[config.mk]
export PLATFORM = sky130hd
export DESIGN_NAME = uart_tx_ser
export DESIGN_NICKNAME = d
export VERILOG_FILES = /design/src/rtl/uart_pkg.sv /design/src/rtl/uart_baud_gen.sv /design/src/rtl/uart_tx_ser.sv
export SDC_FILE = /design/constraint.sdc
export NUM_CORES = 1
export LEC_CHECK = 0
export ABC_CLOCK_PERIOD_IN_PS = 2100
export CAP_MARGIN = 0
export CORE_MARGIN = 4
export CORE_UTILIZATION = 25
export DETAILED_ROUTE_END_ITERATION = 16
export MAX_ROUTING_LAYER = met4
export PLACE_DENSITY = 0.51
export RECOVER_POWER = 100
export SLEW_MARGIN = 15
export SYNTH_ARGS = -nofsm -noshare
export SYNTH_HDL_FRONTEND = slang
export SYNTH_SLANG_ARGS = --single-unit
[constraint.sdc]
create_clock -name clkr_i -period 2.1 [get_ports clkr_i]
set_input_delay 0.525 -clock clkr_i [delete_from_list [all_inputs] [get_ports clkr_i]]
set_output_delay 0.525 -clock clkr_i [all_outputs]
set_load 0.02 [all_outputs]
[src/rtl/uart_pkg.sv]
`default_nettype none
// ============================================================================
// Module   : uart_pkg
// Purpose  : Shared types and constants for the UART transmit serializer.
// Revision : 1.0 - initial release
// ============================================================================
package uart_pkg;

    localparam int   C_DATA_WIDTH = 8;
    localparam int   C_DIV_WIDTH  = 16;
    localparam logic C_IDLE_LEVEL = 1'b1;

    typedef enum logic [2:0] {
        ST_IDLE   = 3'd0,
        ST_FETCH  = 3'd1,
        ST_START  = 3'd2,
        ST_DATA   = 3'd3,
        ST_PARITY = 3'd4,
        ST_STOP   = 3'd5
    } uart_state_t;

endpackage
`default_nettype wire

[src/rtl/uart_baud_gen.sv]
`default_nettype none
// ============================================================================
// Module   : uart_baud_gen
// Purpose  : Loadable divisor counter; o_tick marks the last cycle of a bit.
// Revision : 1.0 - initial release
// ============================================================================
module uart_baud_gen
    import uart_pkg::*;
#(
    parameter int DIV_WIDTH = C_DIV_WIDTH
) (
    input  logic                 clk,
    input  logic                 rstn,
    input  logic                 i_restart,
    input  logic [DIV_WIDTH-1:0] i_div,
    output logic                 o_tick
);

    logic [DIV_WIDTH-1:0] r_div;
    logic [DIV_WIDTH-1:0] r_cnt;

    always_ff @(posedge clk) begin
        if (!rstn) begin
            r_div <= '0;
            r_cnt <= '0;
        end else if (i_restart) begin
            r_div <= i_div;
            r_cnt <= '0;
        end else if (r_cnt == r_div) begin
            r_cnt <= '0;
        end else begin
            r_cnt <= r_cnt + DIV_WIDTH'(1);
        end
    end

    assign o_tick = (r_cnt == r_div);

endmodule
`default_nettype wire

[src/rtl/uart_tx_ser.sv]
`default_nettype none
// ============================================================================
// Module   : uart_tx_ser
// Purpose  : UART TX serializer draining the TX FIFO read side.
//            Define UART_TX_PARITY_EN to build the optional parity bit.
// Revision : 1.0 - initial release
// ============================================================================
module uart_tx_ser
    import uart_pkg::*;
#(
    parameter int DATA_WIDTH = C_DATA_WIDTH,
    parameter int DIV_WIDTH  = C_DIV_WIDTH
) (
    input  logic                  clkr_i,
    input  logic                  rstn_i,
    input  logic                  tx_en_i,
    input  logic [DIV_WIDTH-1:0]  baud_div_i,
    input  logic                  stop2_i,
    input  logic                  parity_en_i,
    input  logic                  parity_odd_i,
    input  logic                  empty_i,
    input  logic [DATA_WIDTH-1:0] rd_data_i,
    output logic                  rden_o,
    output logic                  tx_o,
    output logic                  busy_o,
    output logic                  done_o
);

    localparam int                 c_bit_w    = $clog2(DATA_WIDTH + 1);
    localparam logic [c_bit_w-1:0] c_last_bit = c_bit_w'(DATA_WIDTH - 1);

    uart_state_t           r_state;
    uart_state_t           w_next_state;
    logic [DIV_WIDTH-1:0]  r_div_lat;
    logic                  r_stop2_lat;
    logic [DATA_WIDTH-1:0] r_shift;
    logic [DATA_WIDTH-1:0] w_shift_next;
    logic [c_bit_w-1:0]    r_bit_cnt;
    logic [c_bit_w-1:0]    w_bit_cnt_next;
    logic                  r_cap;
    logic                  r_tx;
    logic                  r_rden;
    logic                  r_busy;
    logic                  r_done;
    logic                  w_tx_next;
    logic                  w_done_next;
    logic                  w_tick;
    logic                  w_start_ok;
    logic                  w_last_stop;

    uart_baud_gen #(
        .DIV_WIDTH (DIV_WIDTH)
    ) u_baud (
        .clk       (clkr_i),
        .rstn      (rstn_i),
        .i_restart (r_state == ST_FETCH),
        .i_div     (r_div_lat),
        .o_tick    (w_tick)
    );

    assign w_start_ok  = tx_en_i & ~empty_i;
    // bit counter is reused as the stop-bit counter, cleared on STOP entry
    assign w_last_stop = ~r_stop2_lat | r_bit_cnt[0];

`ifdef UART_TX_PARITY_EN
    logic r_par_en_lat;
    logic r_par_odd_lat;
    logic r_par;

    always_ff @(posedge clkr_i) begin
        if (!rstn_i) begin
            r_par_en_lat  <= 1'b0;
            r_par_odd_lat <= 1'b0;
            r_par         <= 1'b0;
        end else begin
            if (w_next_state == ST_FETCH) begin
                r_par_en_lat  <= parity_en_i;
                r_par_odd_lat <= parity_odd_i;
            end
            if (r_cap) begin
                r_par <= (^rd_data_i) ^ r_par_odd_lat;
            end
        end
    end
`else
    logic w_unused_parity;
    assign w_unused_parity = parity_en_i ^ parity_odd_i;
`endif

    always_comb begin
        w_next_state   = r_state;
        w_shift_next   = r_shift;
        w_bit_cnt_next = r_bit_cnt;
        w_done_next    = 1'b0;
        w_tx_next      = C_IDLE_LEVEL;

        // r_cap is set only during the first START cycle
        if (r_cap) begin
            w_shift_next = rd_data_i;
        end

        case (r_state)
            ST_IDLE: begin
                if (w_start_ok) begin
                    w_next_state = ST_FETCH;
                end
            end
            ST_FETCH: begin
                w_next_state = ST_START;
            end
            ST_START: begin
                if (w_tick) begin
                    w_next_state   = ST_DATA;
                    w_bit_cnt_next = '0;
                end
            end
            ST_DATA: begin
                if (w_tick) begin
                    w_shift_next = r_shift >> 1;
                    if (r_bit_cnt == c_last_bit) begin
                        w_bit_cnt_next = '0;
`ifdef UART_TX_PARITY_EN
                        w_next_state   = r_par_en_lat ? ST_PARITY : ST_STOP;
`else
                        w_next_state   = ST_STOP;
`endif
                    end else begin
                        w_bit_cnt_next = r_bit_cnt + c_bit_w'(1);
                    end
                end
            end
`ifdef UART_TX_PARITY_EN
            ST_PARITY: begin
                if (w_tick) begin
                    w_next_state = ST_STOP;
                end
            end
`endif
            ST_STOP: begin
                if (w_tick) begin
                    if (w_last_stop) begin
                        w_done_next    = 1'b1;
                        w_bit_cnt_next = '0;
                        w_next_state   = w_start_ok ? ST_FETCH : ST_IDLE;
                    end else begin
                        w_bit_cnt_next = r_bit_cnt + c_bit_w'(1);
                    end
                end
            end
            default: begin
                w_next_state = ST_IDLE;
            end
        endcase

        // outputs are registered, so the line level follows the next state
        case (w_next_state)
            ST_START:  w_tx_next = 1'b0;
            ST_DATA:   w_tx_next = w_shift_next[0];
`ifdef UART_TX_PARITY_EN
            ST_PARITY: w_tx_next = r_par;
`endif
            default:   w_tx_next = C_IDLE_LEVEL;
        endcase
    end

    always_ff @(posedge clkr_i) begin
        if (!rstn_i) begin
            r_state     <= ST_IDLE;
            r_div_lat   <= '0;
            r_stop2_lat <= 1'b0;
            r_shift     <= '0;
            r_bit_cnt   <= '0;
            r_cap       <= 1'b0;
            r_tx        <= C_IDLE_LEVEL;
            r_rden      <= 1'b0;
            r_busy      <= 1'b0;
            r_done      <= 1'b0;
        end else begin
            r_state   <= w_next_state;
            r_shift   <= w_shift_next;
            r_bit_cnt <= w_bit_cnt_next;
            r_cap     <= (r_state == ST_FETCH);
            r_tx      <= w_tx_next;
            r_rden    <= (w_next_state == ST_FETCH);
            r_busy    <= (w_next_state != ST_IDLE);
            r_done    <= w_done_next;
            if (w_next_state == ST_FETCH) begin
                r_div_lat   <= baud_div_i;
                r_stop2_lat <= stop2_i;
            end
        end
    end

    assign rden_o = r_rden;
    assign tx_o   = r_tx;
    assign busy_o = r_busy;
    assign done_o = r_done;

endmodule
`default_nettype wire
==> metrics.csv, run 1 <==
metric,value,unit
relSlewSlack,0.589,
yosysMostFrequentCell,dfxtp_1,
postSynthCellCount,323,
num_antenna_cells,0,
ys_ff_latch,69,
io_buffers,32,
cp-start-kind,flip-flop,
synthTopCellsByArea,"dfxtp_1, mux2i_1, xor2_1",
switching_share,0.332,
design_area,3910,µm²
p_leak,0.00161,µW
power,4810,µW
grt_pass1_wl,11000,µm
criticalPathCategory,reg -> reg,
synth_top_area_cell,dfxtp_1,
vias,2345,
num_rows,39,
drv_slew,0,
cts_buffers,9,
cts_htree_levels,3,
drc,0,
clockPowerShare,0.305,
grt_max_degree,42,
seq_power_share,0.363,
placed_cell_area,3620,µm²
mappedNetlistNets,356,
start_util,0.260,
antenna_found_initial,0,
clkSinkCount,69,
drt_iter0_drc,72,
synth_flop_cell,dfxtp_1,
cp-end-kind,flip-flop,
use_met2,0.142,
fin_util,0.337,
fp.dieH,118,µm
cts_tree,yes,
timing.final.crit_period,1.98,ns
synthArstFlopShare,0,
netlist_top_cells_count,"dfxtp_1, nand2_1, mux2i_1, xor2_1, nor2_1",
power_per_cell_area,1230,nW/µm²
grt_pass1_vias,2282,
clock_path_buffers,2,
critPathMaxFanout,22,
cp_data_arrival_time,2.25,ns
max_freq,504,MHz
dp_hpwl,4540,µm
post_drt_wl_per_cell,12.8,µm
status,completed,
switchingPower,1600,µW
rsz0062_at_grt,no,
pwr-share-comb,0.332,
hold_violations,0,
grtUsageMet3,0.0207,
vias_per_cell,4.54,
synth_seq_area_share,0.457,
dr.pass1.iters,4,
use_met1,0.132,
layout_worst_path_cycle_share,0.945,
synth_top_area_frac,0.457,
setup_viol,0,
worst_pin_slew,0.617,ns
nets,403,
hold_ws,0.458,ns
syn_area_per_cell,9.35,µm²
required,2.36,ns
clock_skew,0.00523,ns
nFillCells,1199,
ys_warn_count,0,
core,11600,µm²
track_usage,0.100,
ctsResizeCount,0,
area_delta_synth_final,29.4,%
drive_gt1_frac,0.123,
timing.final.ws_setup,0.116,ns
place.gp.congestion,0.827,
place_ws,-0.0513,ns
internal_power,3210,µW
synth-edff-count,0,
dieArea,13900,µm²
die_x,118,µm
cts-root-buf,clkbuf_16,
syn-cell-area,3020,µm²
synth_cell_type_count,45,
hold_path_class,reg -> reg,
grt.busiest_layer,met2,
max-cap-violations,0,
grt-ovfl-total,0,
io_pins,35,
totalWireLength,6580,µm
peakVddDrop,481,µV
worstSkewPairLatency,0.33,ns
drtAntennaViolNets,0,
clk_pin_slew,0.06,ns
metal layers:
layer	routed length, µm	part of all wire
met3	185	0.028
met5	0	0
met2	2950	0.45
met4	113	0.017
met1	3340	0.51
cell type report:
class                      instances  area [µm²]  share of cell area
clock buffer                      10         239              0.0611
clock inverter                     4        50.0              0.0128
inverter                           3        11.3             0.00288
multi-input combinational        231        1540               0.394
sequential                        69        1380               0.353
tap                              143         179              0.0457
timing repair buffer              56         508               0.130
stage by stage:
stage	TNS (ns)	std cells
after detailed placement	-0.783	501
after global placement	-1.45	501
after CTS	0	516
after floorplan	0	323
final	0	516
after global routing	0	516
cell usage in the layout, fill, tap and decap left out, types with 11 or more instances in the layout:
cell | synthesis | layout
mux2i_1 | 25 | 24
nor2_1 | 24 | 24
nand2_1 | 51 | 51
dfxtp_1 | 69 | 69
xor2_1 | 25 | 25
a22o_1 | 17 | 17
o21ai_0 | 13 | 13
clkdlybuf4s50_1 | 0 | 26
buf_4 | 2 | 21
a21oi_1 | 11 | 11
path summary, 6_finish.rpt:
kind | cells past startpoint | end | start | slack (ns)
setup / recovery | 7 | r_state[2] | u_baud.r_div[13] | 0.12
hold / removal | 2 | r_div_lat[14] | r_div_lat[14] | 0.46
setup reg to reg | 7 | r_state[2] | u_baud.r_div[13] | 0.12
hold reg to reg | 2 | r_div_lat[14] | r_div_lat[14] | 0.46
flip-flops by register name, summed over array words and instances (netlist names):
name	cells
busy_o	1
done_o	1
r_bit_cnt	4
r_cap	1
r_div_lat	16
r_shift	8
r_state	3
r_stop2_lat	1
rden_o	1
tx_o	1
u_baud.r_cnt	16
u_baud.r_div	16
what timing repair did:
item                                   4_1_cts  5_1_grt
endpoints found under the hold margin        0        0
setup endpoints to repair                    1        1
hold buffers                                 0        0
setup buffers                                1        0
pin swaps                                    1        1
logic make-up (layout without fill, tap and decap cells):
| group | after synthesis | count (layout) | share of synthesized area |
|---|---|---|---|
| XOR/XNOR | 30 | 30 | 0.0870 |
| AND/OR/NAND/NOR | 117 | 117 | 0.194 |
| multiplexers | 26 | 26 | 0.0865 |
| AO/OA/AOI/OAI | 56 | 56 | 0.133 |
| flip-flops | 69 | 69 | 0.457 |
| adder cells (fa/ha/maj) | 2 | 2 | 0.00828 |
| buffers and inverters | 23 | 73 | 0.0335 |
critical path, stage by stage (launching register included):
cell and delay (ns):
dfxtp_1 0.32, xor2_1 0.17, nor4_2 0.39, nand4_2 0.13, buf_4 0.20, buf_4 0.21, or3_1 0.38, a21oi_1 0.12
power groups by stage:
stage          logic [µW]  clock network [µW]  registers, µW
2_1_floorplan        1140                   0           1750
3_3_place_gp         1560                   0           1770
3_5_place_dp         1580                   0           1780
4_1_cts              1620                1510           1750
5_1_grt              1760                1560           1780
6_report             1600                1470           1750
(Power assumes the default switching activity.)
==> inputs of run 2 (changes only) <==
--- a/config.mk
+++ b/config.mk
@@ -7,2 +7,3 @@
 export LEC_CHECK = 0
+export ABC_AREA = 1
 export ABC_CLOCK_PERIOD_IN_PS = 2100
@@ -13,3 +14,3 @@
 export MAX_ROUTING_LAYER = met4
-export PLACE_DENSITY = 0.51
+export PLACE_DENSITY_LB_ADDON = 0.3
 export RECOVER_POWER = 100
--- a/constraint.sdc
+++ b/constraint.sdc
@@ -3,2 +3,2 @@
 set_output_delay 0.525 -clock clkr_i [all_outputs]
-set_load 0.02 [all_outputs]
+set_load 0.1 [all_outputs]
==> run 2 against run 1 <==
Via count grew 24%. Combinational power shrank 45%. Worst setup slack gained 0.079 ns. Global-route usage grew 1.2 points. Worst hold slack lost 0.018 ns. Register-to-register slack gained 0.08 ns.
==> metrics.csv, run 2 <==
metric,value,unit,change
status,completed,,
die_x,120,µm,+2.1%
io_pins,35,,unchanged
cts_tree,yes,,
hold_path_class,reg -> reg,,
dp_hpwl,5380,µm,+19%
fin_util,0.337,,about the same
layout.cells.non_filler,687,,+33%
ys_warn_count,0,,unchanged
dieArea,14500,µm²,+4.3%
timing.rr.end,r_div_lat[13],,
cp-end-kind,flip-flop,,
track_usage,0.112,,+0.0124
grt_pass1_vias,2977,,+30%
vias_per_cell,4.22,,-7.1%
switching_share,0.291,,-0.0413
hold_violations,0,,unchanged
drtAntennaViolNets,0,,unchanged
reg2reg_depth,14,,+7
placed_cells,671,,+34%
synth_top_area_cell,dfxtp_1,,
num_antenna_cells,0,,unchanged
yosysMostFrequentCell,nand2_1,,
clockPowerShare,0.396,,+0.091
required,2.32,ns,-0.04 ns
multi_input_comb_area,1470,µm²,-4.5%
synth_top_area_frac,0.437,,-0.0203
crit_start,u_baud.r_cnt[4],,
num_rows,40,,+2.6%
synth_seq_area_share,0.437,,-0.0203
rsz0062_at_grt,no,,
setup.worst_path.end,r_div_lat[13],,
drt_iter0_drc,145,,+100%
largestRegisters,"r_div_lat: 16 flops, u_baud.r_cnt: 16 flops, u_baud.r_div: 16 flops",,
drv_slew,0,,unchanged
clk_pin_slew,0.05,ns,about the same
synth_cell_type_count,34,,-24%
cp_data_arrival_time,2.13,ns,-0.12 ns
area_delta_synth_final,30.1,%,
peakVddDrop,403,µV,-16%
ff2ff_setup_slack,0.19,ns,+0.08 ns
grt-ovfl-total,0,,unchanged
hold_ws,0.440,ns,-0.0175 ns
layout.cells.most_common_list,"nand2_1, nor2_1, dfxtp_1",,
seq_power_share,0.380,,+0.017
totalWireLength,7160,µm,+8.7%
critPathMaxFanout,12,,-45%
dr.pass1.iters,4,,unchanged
mappedNetlistNets,496,,+39%
place.gp.congestion,0.810,,-2.0%
grt_pass1_wl,13000,µm,+18%
synthArstFlopShare,0,,unchanged
design_area,4110,µm²,+5.2%
cp-start-kind,flip-flop,,
p_leak,0.00171,µW,+6.2%
fp.dieH,120,µm,+2.1%
cts-root-buf,clkbuf_16,,
clkSinkCount,69,,unchanged
synth_flop_cell,dfxtp_1,,
cts_htree_levels,3,,unchanged
pwr-share-comb,0.224,,-0.108
cts_buffers,9,,unchanged
relSlewSlack,0.635,,+0.0461
max_freq,525,MHz,+4.2%
worst_pin_slew,0.550,ns,-0.0669 ns
start_util,0.259,,-0.00127
nets,547,,+36%
antenna_found_initial,0,,unchanged
synth-edff-count,0,,unchanged
io_buffers,32,,unchanged
clock_path_buffers,2,,unchanged
layout_worst_path_cycle_share,0.907,,-0.0377
post_drt_wl_per_cell,10.4,µm,-18%
syn-cell-area,3160,µm²,+4.6%
power_per_cell_area,962,nW/µm²,-22%
syn_area_per_cell,6.83,µm²,-27%
vias,2901,,+24%
clock_skew,0.00704,ns,+0.00181 ns
grt_max_degree,21,,-50%
r2r-start,u_baud.r_cnt[4],,
max-cap-violations,0,,unchanged
tns,0,ns,unchanged
worstSkewPairLatency,0.33,ns,about the same
timing.final.crit_period,1.91,ns,-0.0792 ns
core,12200,µm²,+5.1%
layout_commonest_cell,nand2_1,,
switchingPower,1150,µW,-28%
ys_ff_latch,69,,unchanged
drc,0,,unchanged
nFillCells,1348,,+12%
placed_cell_area,3800,µm²,+5.1%
criticalPathCategory,reg -> reg,,
drive_gt1_frac,0.135,,+0.0116
synthTopCellsByArea,"dfxtp_1, nand2_1, nor2_1",,
internal_power,2810,µW,-13%
netlist_top_cells_count,"nand2_1, dfxtp_1, nor2_1",,
regArea,1390,µm²,+0.54%
postSynthCellCount,463,,+43%
setup_viol,0,,unchanged
==> run 2: cell families after synthesis <==
logic type	Yosys count	share of synthesized area
simple gates	249	0.334
fa+ha+maj	2	0.00791
flops	69	0.437
compound gates	62	0.120
buf+inv	81	0.101
==> run 2: area by class of cell <==
| type | count | area share |
|---|---|---|
| clock buffer | 11 | 0.0566 |
| clock inverter | 5 | 0.0183 |
| inverter | 70 | 0.0639 |
| multi-input combinational | 313 | 0.358 |
| sequential | 69 | 0.338 |
| tap | 168 | 0.0511 |
| timing repair buffer | 51 | 0.114 |
==> run 2: worst min path at each step <==
| stage | cells after the start | start | slack [ns] | to |
|---|---|---|---|---|
| detailed placement | 2 | r_div_lat[1] | 0.45 | u_baud.r_div[1] |
| floorplan | 2 | r_div_lat[0] | 0.43 | u_baud.r_div[0] |
| global route | 1 | u_baud.r_cnt[0] | 0.47 | u_baud.r_cnt[0] |
| finish | 1 | u_baud.r_cnt[0] | 0.44 | u_baud.r_cnt[0] |
| global placement | 2 | r_div_lat[6] | 0.44 | u_baud.r_div[6] |
| CTS | 2 | r_div_lat[1] | 0.46 | u_baud.r_div[1] |
==> run 2: what timing repair did <==
| action | in CTS | in global routing |
|---|---|---|
| setup buffers | 0 | 0 |
| hold buffers | 0 | 0 |
| resized for setup | 0 | 12 |
| hold endpoints to repair | 0 | 0 |
| setup endpoints to repair | 0 | 26 |
==> run 2: per-layer routing <==
metal  global-route usage  part of all wire
met3               0.0196             0.023
met1                0.130              0.47
met4               0.0602             0.029
met5                    -                 0
met2                0.187              0.48
==> run 2: metrics by stage <==
stage	setup slack, ns	total power (µW)
final	0.195	3960
after floorplan	0.339	2110
after global placement	0.0834	2410
after detailed placement	0.0412	2430
after global routing	0.00240	4190
after CTS	0.104	4020
==> run 2: critical path, stage by stage (launching register included) <==
cell and delay (ns):
dfxtp_1 0.41, inv_2 0.06, nand2_1 0.06, nand2_1 0.04, nor2_1 0.12, nand2_2 0.10, nor2_4 0.16, nand2_4 0.11
o21bai_4 0.18, nand2_1 0.11, nor2_4 0.12, buf_12 0.14, nand3_1 0.07, nand2_1 0.06, nor2_1 0.04
==> run 2: power groups by stage <==
stage,combinational [µW],clock (µW),sequential [µW]
after global placement,886,0,1530
after floorplan,541,0,1570
after detailed placement,897,0,1530
final,887,1570,1500
after global routing,1000,1660,1520
after CTS,901,1610,1500
